## config.mk

```make
export PLATFORM = sky130hd
export DESIGN_NAME = switch_port_ingress
export DESIGN_NICKNAME = d
export VERILOG_FILES = /design/src/rtl/switch_port_ingress.sv
export SDC_FILE = /design/constraint.sdc
export NUM_CORES = 1
export LEC_CHECK = 0
export BUFFER_PORTS_ARGS = -buffer_cell sky130_fd_sc_hd__buf_2
export CORE_ASPECT_RATIO = 0.7
export CORE_MARGIN = 1
export CORE_UTILIZATION = 47
export DETAILED_ROUTE_END_ITERATION = 16
export HOLD_SLACK_MARGIN = 0.08
export PLACE_DENSITY = 0.73
export SETUP_SLACK_MARGIN = 0.4
export SLEW_MARGIN = 20
export SYNTH_ARGS = -nofsm -noshare
export SYNTH_HDL_FRONTEND = slang
export SYNTH_SLANG_ARGS = --single-unit
export TNS_END_PERCENT = 10
```

## constraint.sdc

```tcl
create_clock -name clk -period 3.3 [get_ports clk]
set_input_delay 0.495 -clock clk [delete_from_list [all_inputs] [get_ports clk]]
set_output_delay 0.495 -clock clk [all_outputs]
set_load 0.1 [all_outputs]
```

## src/rtl/switch_port_ingress.sv

```systemverilog
// Per-port ingress stage: classifies packets, queues valid ones in a FIFO and routes
// each queued packet to its target outputs. Optional build macro: INGRESS_SELF_FILTER_EN.
module switch_port_ingress #(
    parameter int DATA_WIDTH = 16,
    parameter int DEPTH      = 8,
    parameter int PORT_ID    = 0
) (
    input  logic                       clk,
    input  logic                       rst_n,
    input  logic                       in_valid,
    output logic                       in_ready,
    input  logic [DATA_WIDTH-1:0]      in_pkt,
    output logic [3:0]                 req_o,
    input  logic [3:0]                 gnt_i,
    output logic                       out_valid,
    output logic [DATA_WIDTH-1:0]      out_pkt,
    output logic [3:0]                 out_dest,
    output logic [1:0]                 out_type,
    output logic [1:0]                 state_o,
    output logic [$clog2(DEPTH):0]     fifo_count,
    output logic [7:0]                 err_count
);

    localparam int AW = $clog2(DEPTH);
    localparam int CW = AW + 1;
    localparam logic [CW-1:0] DEPTH_C   = CW'(DEPTH);
    localparam logic [3:0]    SELF_MASK = 4'(1 << PORT_ID);
`ifdef INGRESS_SELF_FILTER_EN
    localparam bit FILTER_EN = 1'b1;
`else
    localparam bit FILTER_EN = 1'b0;
`endif

    typedef enum logic [1:0] {IDLE = 2'b00, ROUTE = 2'b01, ARB_WAIT = 2'b10, TRANSMIT = 2'b11} state_t;
    typedef enum logic [1:0] {P_ERR = 2'b00, P_SDP = 2'b01, P_MDP = 2'b10, P_BDP = 2'b11} ptype_t;

    function automatic ptype_t classify(input logic [3:0] src, input logic [3:0] tgt);
        if (tgt == 4'b0000 || !$onehot(src)) return P_ERR;
        case ($countones(tgt))
            1:       return P_SDP;
            4:       return P_BDP;
            default: return P_MDP;
        endcase
    endfunction

    state_t                  state, state_nx;
    ptype_t                  in_type, ptype;
    logic [DATA_WIDTH-1:0]   mem [DEPTH];
    logic [AW-1:0]           wr_ptr, rd_ptr;
    logic [CW-1:0]           count;
    logic [DATA_WIDTH-1:0]   head, wr_pkt;
    logic [3:0]              in_src, in_tgt, pending, served;
    logic                    accept, push, pop, drop;

    // Incoming packet fields; the stored packet carries the filtered target.
    assign in_src  = in_pkt[DATA_WIDTH-1 -: 4];
    assign in_tgt  = FILTER_EN ? (in_pkt[DATA_WIDTH-5 -: 4] & ~SELF_MASK) : in_pkt[DATA_WIDTH-5 -: 4];
    assign in_type = classify(in_src, in_tgt);
    assign wr_pkt  = {in_src, in_tgt, in_pkt[DATA_WIDTH-9:0]};

    assign in_ready   = (count < DEPTH_C);
    assign accept     = in_valid && in_ready;
    assign push       = accept && (in_type != P_ERR);
    assign drop       = accept && (in_type == P_ERR);
    assign pop        = (state == IDLE) && (count != '0);
    assign fifo_count = count;
    assign state_o    = state;

    // NOTE: storage array carries no reset; only pointers and count define validity,
    // which keeps it mappable to plain RAM.
    always_ff @(posedge clk) begin
        if (push) mem[wr_ptr] <= wr_pkt;
    end

    // NOTE: every sequential assignment uses <= so all registers update from the
    // same pre-edge values regardless of statement order.
    always_ff @(posedge clk or negedge rst_n) begin
        if (!rst_n) begin
            wr_ptr    <= '0;
            rd_ptr    <= '0;
            count     <= '0;
            err_count <= '0;
        end else begin
            if (push) wr_ptr <= wr_ptr + AW'(1);
            if (pop)  rd_ptr <= rd_ptr + AW'(1);
            case ({push, pop})
                2'b10:   count <= count + CW'(1);
                2'b01:   count <= count - CW'(1);
                default: ;
            endcase
            if (drop && err_count != 8'hFF) err_count <= err_count + 8'd1;
        end
    end

    always_ff @(posedge clk or negedge rst_n) begin
        if (!rst_n) state <= IDLE;
        else        state <= state_nx;
    end

    // Per-packet routing context: head packet, outputs still owed, outputs won this round.
    always_ff @(posedge clk or negedge rst_n) begin
        if (!rst_n) begin
            head    <= '0;
            pending <= '0;
            served  <= '0;
            ptype   <= P_ERR;
        end else begin
            case (state)
                IDLE:     if (pop) head <= mem[rd_ptr];
                ROUTE: begin
                    pending <= head[DATA_WIDTH-5 -: 4];
                    ptype   <= classify(head[DATA_WIDTH-1 -: 4], head[DATA_WIDTH-5 -: 4]);
                end
                ARB_WAIT: if ((gnt_i & pending) != 4'b0000) served <= gnt_i & pending;
                TRANSMIT: pending <= pending & ~served;
                default:  ;
            endcase
        end
    end

    // NOTE: all outputs of this block get a default first, so no path leaves one
    // unassigned and no latch is inferred.
    always_comb begin
        state_nx  = state;
        req_o     = 4'b0000;
        out_valid = 1'b0;
        out_pkt   = '0;
        out_dest  = 4'b0000;
        out_type  = P_ERR;
        case (state)
            IDLE:  if (count != '0) state_nx = ROUTE;
            ROUTE: state_nx = ARB_WAIT;
            ARB_WAIT: begin
                req_o = pending;
                if ((gnt_i & pending) != 4'b0000) state_nx = TRANSMIT;
            end
            TRANSMIT: begin
                out_valid = 1'b1;
                out_pkt   = head;
                out_dest  = served;
                out_type  = ptype;
                state_nx  = ((pending & ~served) == 4'b0000) ? IDLE : ARB_WAIT;
            end
            default: state_nx = IDLE;
        endcase
    end

endmodule

```

Word-level counts from Yosys, hierarchy flattened
Memory sizes are Yosys's and may differ from the RTL's. A register that Yosys moved wholly into a read port is not among the register bits.
Index checks and enable logic that the tools add are counted.
- $add $sub $neg: 17
- magnitude comparators: 1
- equal/unequal tests: 14
- mux-type cells: 22
- bitwise operators: 3
- reductions and logical operators: 23
- operators with widths (kind ; number):
    1-bit by 1-bit adder with 2-bit output ; 8
    16-bit 2-to-1 mux ; 1
    2-bit 2-to-1 mux ; 8
    4-bit one-hot mux with 2 select lines ; 2
    2-bit by 2-bit adder with 3-bit output ; 4
    3-bit by 1-bit == test with 1-bit output, second input constant ; 4
    4-bit logical NOT ; 3
    8-bit by 1-bit adder with 8-bit output, second input constant ; 1
    4-bit AND ; 2
    4-bit 2-to-1 mux ; 2
    8-bit inequality test, second input constant ; 1
    2-bit one-hot mux with 2 select lines ; 2
    2-bit one-hot mux with 4 select lines ; 1
    4-bit nonzero test ; 2
    3-bit by 1-bit adder with 3-bit output, second input constant ; 2
    2-bit == test, second input constant ; 3
    3-bit == test, second input constant ; 2
    1-bit 2-to-1 mux ; 6
    2-bit AND reduction ; 3
    2-bit nonzero test ; 3
    1-bit logical AND ; 5
    4-bit by 1-bit adder with 4-bit output, second input constant ; 1
    2-bit by 1-bit == test with 1-bit output, second input constant ; 2
    2-bit logical NOT ; 2
    other kinds (7) ; 10
- register bits after elaboration: 30
- RAM bits: 128
- input bits: 23
- output and inout port bits: 42
- word-level logic and storage cells: 89
- memories: 1
- memory list (memory ; words ; width ; read ports ; clocked after Yosys merged registers in ; write ports ; line ; text):
    mem ; 8 ; 16 ; 1 ; 1 ; 1 ; 48 ; logic [DATA_WIDTH-1:0] mem [DEPTH];

Longest topological paths before layout
- depth in word-level cells: 11
- mapped depth: 14
- depth with buffers taken out: 14

Least setup slack after synthesis
Ideal clock, no wire load.
- kind: in2reg
- from: in in_pkt[12]
- to: mem mem[0][0], enable pin
- library setup time: 0.431 ns
- arrival time: 3.871 ns
- required time: 2.869 ns
- slack: -1.002 ns
- cell stages on the path: 8
- path buffers: 0
- path through: inv_1 -> fa_1 -> inv_1 -> ha_1 -> ha_1 -> nor3b_1 -> nand3_1 -> nor4_1
- word-level cells in the longest chain between the ends: 11
- ends and longest elaborated chain (item ; line ; text):
    start: declaration ; 12 ; input logic [DATA_WIDTH-1:0] in_pkt,
    1-bit by 1-bit adder with 2-bit output (not written as such) ; 38 ; if (tgt == 4'b0000 || !$onehot(src)) return P_ERR;
    2-bit by 2-bit adder with 3-bit output (not written as such) ; 38 ;
    3-bit by 1-bit == test with 1-bit output ; 38 ;
    1-bit logical NOT ; 38 ;
    1-bit logical OR ; 38 ;
    1-bit 2-to-1 mux ; 38 ;
    2-bit 2-to-1 mux ; 39 ; case ($countones(tgt))
    2-bit nonzero test ; 63 ; assign push = accept && (in_type != P_ERR);
    1-bit logical AND ; 63 ;
    1-bit 2-to-1 mux ; 72 ; if (push) mem[wr_ptr] <= wr_pkt;
    1-bit 2-to-1 mux (not written as such) ; 72 ;
    end: declaration ; 48 ;
Every way passes these cells.

Final worst setup path
- from: in in_pkt[13]
- to: reg count[2] (netlist: fifo_count[2])
- word-level cells in the longest chain between the ends: 11
- elaborated cells on any way between the ends: 13
- those cells by class: 2 x add/sub; 3 x eq/ne; 3 x mux; 5 x reduce/logical
- ends and longest elaborated chain (item ; line ; text):
    1-bit by 1-bit adder with 2-bit output (not written as such) (*) ; 38 ;
    2-bit by 2-bit adder with 3-bit output (not written as such) (*) ; 38 ;
    3-bit by 1-bit == test with 1-bit output (*) ; 38 ;
    1-bit logical NOT (*) ; 38 ;
    1-bit logical OR (*) ; 38 ;
    1-bit 2-to-1 mux (*) ; 38 ;
    2-bit 2-to-1 mux (*) ; 39 ;
    2-bit nonzero test (*) ; 63 ;
    1-bit logical AND (*) ; 63 ;
    2-bit by 1-bit == test with 1-bit output / 2-bit == test (equally long branches) ; 86 ; case ({push, pop})
    4-bit one-hot mux with 2 select lines / 2-bit nonzero test (equally long branches) ; -- ;
    end signal: assignment ; 87 ; 2'b10: count <= count + CW'(1);
    end signal: assignment ; 88 ; 2'b01: count <= count - CW'(1);
    end: declaration ; 50 ; logic [CW-1:0] count;
Mark *: on every way between the ends. The rest lies on a longest branch, timed or not.
A chain may end at the register's enable or synchronous reset.

==> reports/results.md <==
• **Setup-failing EPs final** 0
• **synthesis-to-finish area growth** 19.07%
• **kind of critical path** input pin to flip-flop
• **Clock Latency Late Sink** 430 ps
• **global-route congestion overflow total** 0
• **aggregate routed wire length** 14.18 mm
• **final weighted congestion of routability-driven global placement** 0.8697
• **count of TritonRoute iterations in the first routing pass** 4
• **top library cells by usage in the layout, fill and taps aside** edfxtp_1 (128), buf_2 (63), dfrtp_1 (43), nand2_1 (42), mux4_2 (32)
• **number of nets in the layout** 570
• **areal power density over the cells** 593.1 mW/mm²
• **via count** 4062
• **WP data required** 3600 ps
• **Die Y-Extent** 105.6 µm
• **cell type with the highest aggregate area in the netlist** edfxtp_1
• **syn nets** 489
• **most common cell after layout, fill and taps aside** edfxtp_1
• **kind of path behind the tightest hold check** input pin to async pin
• **power share of the combinational group** 11.1%
• **biggest area contributors in the synthesized netlist** edfxtp_1 (53%), dfrtp_1 (16%), mux4_2 (10%)
• **average size of a mapped cell** 16.06 µm²
• **finished layout cell area** 0.008587 mm²
• **remaining routing DRC violations** 0
• **net switching fraction of the power** 26.90%
• **arrival time at the worst endpoint** 3120 ps
• **static leakage** 3.236 nW
• **Avg Vias per Cell** 5.519
• **Boundary Pins** 65
• **gate count of the mapped netlist** 449
• **Final Hold Viols** 0
• **# Max-Cap Violations** 0
• **setup repair after global routing missed its margin** yes
• **Post-Syn Area** 0.007212 mm²
• **number of antenna violations at the first check in global routing** 1
• **final routed wire length divided by cell count** 19.27 µm
• **DP Wirelength** 9.092 mm
• **maximum clock path buffer count** 2
• **Startpoint Class** input pin
• **placed standard-cell area** 0.007981 mm²
• **register area share after synthesis** 69.26%
• **period utilization** 85.29%
• **count of different cell masters after synthesis** 38
• **reg2reg setup slack** 1110 ps
• **starting utilization of the core area** 48.53%
• **wire length of the first global-routing pass** 22.38 mm
• **clock tree from TritonCTS** built
• **# clock sinks** 174
• **number of buffers added by the clock tree synthesis step** 17
• **DR iter-0 viols** 204
• **flip-flop and latch count after synthesis** 174
• **layout cells sized above 1** 29.57%
• **root buffer cell** clkbuf_16
• **clock input transition at the sequential cells of the worst setup and hold paths** 70 ps
• **core region area** 0.01486 mm²
• **Worst Setup End Kind** flip-flop
• **buffers added on ports** 64
• **Synth warnings** 0
• **fraction of power consumed by the clock network** 39.5%
• **Sequential Power Share** 49.4%
• **remaining max-slew budget at the tightest pin** 33.20%
• **internal power component** 0.003723 W
• **minimum clock period after layout** 2815 ps
• **Slew @ Worst Pin** 1002 ps
• **run status** complete, no violations
• **Final Skew** 14.37 ps
• **die area** 0.01585 mm²
• **maximum level of the CTS H-tree** 4
• **vias in the first global route** 4051
• **maximum fanout count along the critical path** 9
• **number of inserted diodes** 0
• **Horiz. Die Dim** 150.1 µm
• **pin count of the biggest net entering global routing** 47
• **net load switching power** 0.001370 W
• **number of slew-limit violations in the final report** 0
• **total power consumption of the routed design** 0.005093 W
• **Max Clk Rate** 0.3553 GHz
• **cell row count** 37
• **Total Routing Usage GR** 19.63%
• **remaining antenna violation count** 0
• **maximum vdd ir drop** 0.0003085 V
• **Synth top area share** 53.30%
## power groups by stage
stage | Clock (W) | Sequential (W) | Combinational [W]
after floorplan | 0 | 0.00283 | 0.000140
final | 0.00201 | 0.00251 | 0.000567
after global placement | 0 | 0.00255 | 0.000553
after global routing | 0.00215 | 0.00252 | 0.000601
after detailed placement | 0 | 0.00256 | 0.000567
after CTS | 0.00205 | 0.00251 | 0.000572
## synthesized netlist by cell type
| cell type | count |
|---|---|
| fa_1 | 3 |
| mux2i_1 | 16 |
| clkbuf_1 | 10 |
| a21o_1 | 1 |
| mux4_2 | 32 |
| a31oi_1 | 4 |
| nor4_1 | 4 |
| nor2_1 | 18 |
| or3b_1 | 1 |
| o31ai_1 | 1 |
| nand3_1 | 6 |
| nor4b_1 | 1 |
| nor3_1 | 6 |
| o41ai_1 | 1 |
| nand4_1 | 3 |
| nor3b_1 | 2 |
| ha_1 | 14 |
| nand3b_1 | 1 |
| edfxtp_1 | 128 |
| nand2_1 | 42 |
| and2_1 | 4 |
| o21ai_0 | 28 |
| buf_2 | 7 |
| buf_1 | 2 |
| nand2b_1 | 5 |
| inv_1 | 23 |
| a41o_1 | 1 |
| dfrtp_1 | 46 |
| xnor2_1 | 7 |
| mux2_2 | 3 |
| a21oi_1 | 1 |
| a32o_1 | 1 |
| a221oi_1 | 1 |
| and3_1 | 14 |
| a211o_1 | 1 |
| a21bo_1 | 1 |
| nor2b_1 | 1 |
| xor2_1 | 9 |
## registers in the layout, summed over array words and instances, names as in the netlist
| name | cells |
|---|---|
| mem | 128 |
| head | 16 |
| err_count | 8 |
| fifo_count | 4 |
| pending | 4 |
| served | 4 |
| rd_ptr | 3 |
| wr_ptr | 3 |
| ptype | 2 |
| state_o | 2 |
## critical path, stage by stage
cell and delay (ps):
buf_2 160, inv_1 80, fa_1 500, inv_1 40
ha_2 170, ha_4 220, nor3b_4 290, nand3_4 100
ha_2 240, xor2_1 150, ha_1 200, a21oi_2 110
xor2_1 150, nor2_1 60, xor2_1 140
## metrics by stage
| stage | setup TNS [ps] | hold WS, ps | cells | setup slack (ps) | util, % |
|---|---|---|---|---|---|
| 6_report | 0 | 64.37 | 736 | 485.4 | 57.78 |
| 5_1_grt | 0 | 90.40 | 736 | 380.0 | 57.78 |
| 4_1_cts | 0 | 255.2 | 736 | 447.8 | 57.73 |
| 3_5_place_dp | -68.32 | 465.5 | 705 | -68.32 | 53.71 |
| 3_3_place_gp | 0 | 453.8 | 705 | 41.81 | 53.71 |
| 2_1_floorplan | 0 | 199.4 | 449 | 35.13 | - |
## kinds of logic after synthesis
logic type | count (synthesis) | share of synthesized area (%)
muxes | 51 | 12.68
and+or+nand+nor | 108 | 7.200
buffers and inverters | 42 | 2.307
adders and majority gates | 17 | 3.262
xor gates and xnor gates | 16 | 1.943
DFF | 174 | 69.26
AOI/OAI and AO/OA | 41 | 3.348
## final timing paths
kind / to / from / cells past startpoint
max: fifo_count[2] / in_pkt[13] / 15
min: err_count[3] / rst_n / 1
max reg2reg: fifo_count[2] / fifo_count[1] / 10
min reg2reg: head[5] / head[5] / 2
max in group asynchronous: state_o[0] / rst_n / 1
min in group clk: mem[6][4] / in_pkt[4] / 1
## timing repair
| item | in CTS | in global routing |
|---|---|---|
| setup buffers | 1 | 0 |
| hold buffers | 0 | 0 |
| setup endpoints to repair | 1 | 3 |
| resized for setup | 0 | 2 |
| pin swaps | 1 | 1 |
## layer usage
| layer | up-vias | part of all wire [%] | global-route usage (%) |
|---|---|---|---|
| met1 | 2056 | 45 | 27.58 |
| met2 | 135 | 48 | 29.73 |
| li1 | 1853 | - | - |
| met5 | - | 0.071 | 0 |
| met3 | 16 | 6.7 | 6.017 |
| met4 | 2 | 0.74 | 5.339 |
## final cells by class
class	count	area, µm²
tap	195	244.0
clock buffer	17	425.4
inverter	23	97.59
fill	1127	6274
multi-input combinational	233	2131
sequential	174	4999
clock inverter	13	165.2
timing repair buffer	81	525.5
No activity file was read; power rests on OpenSTA's default activity.
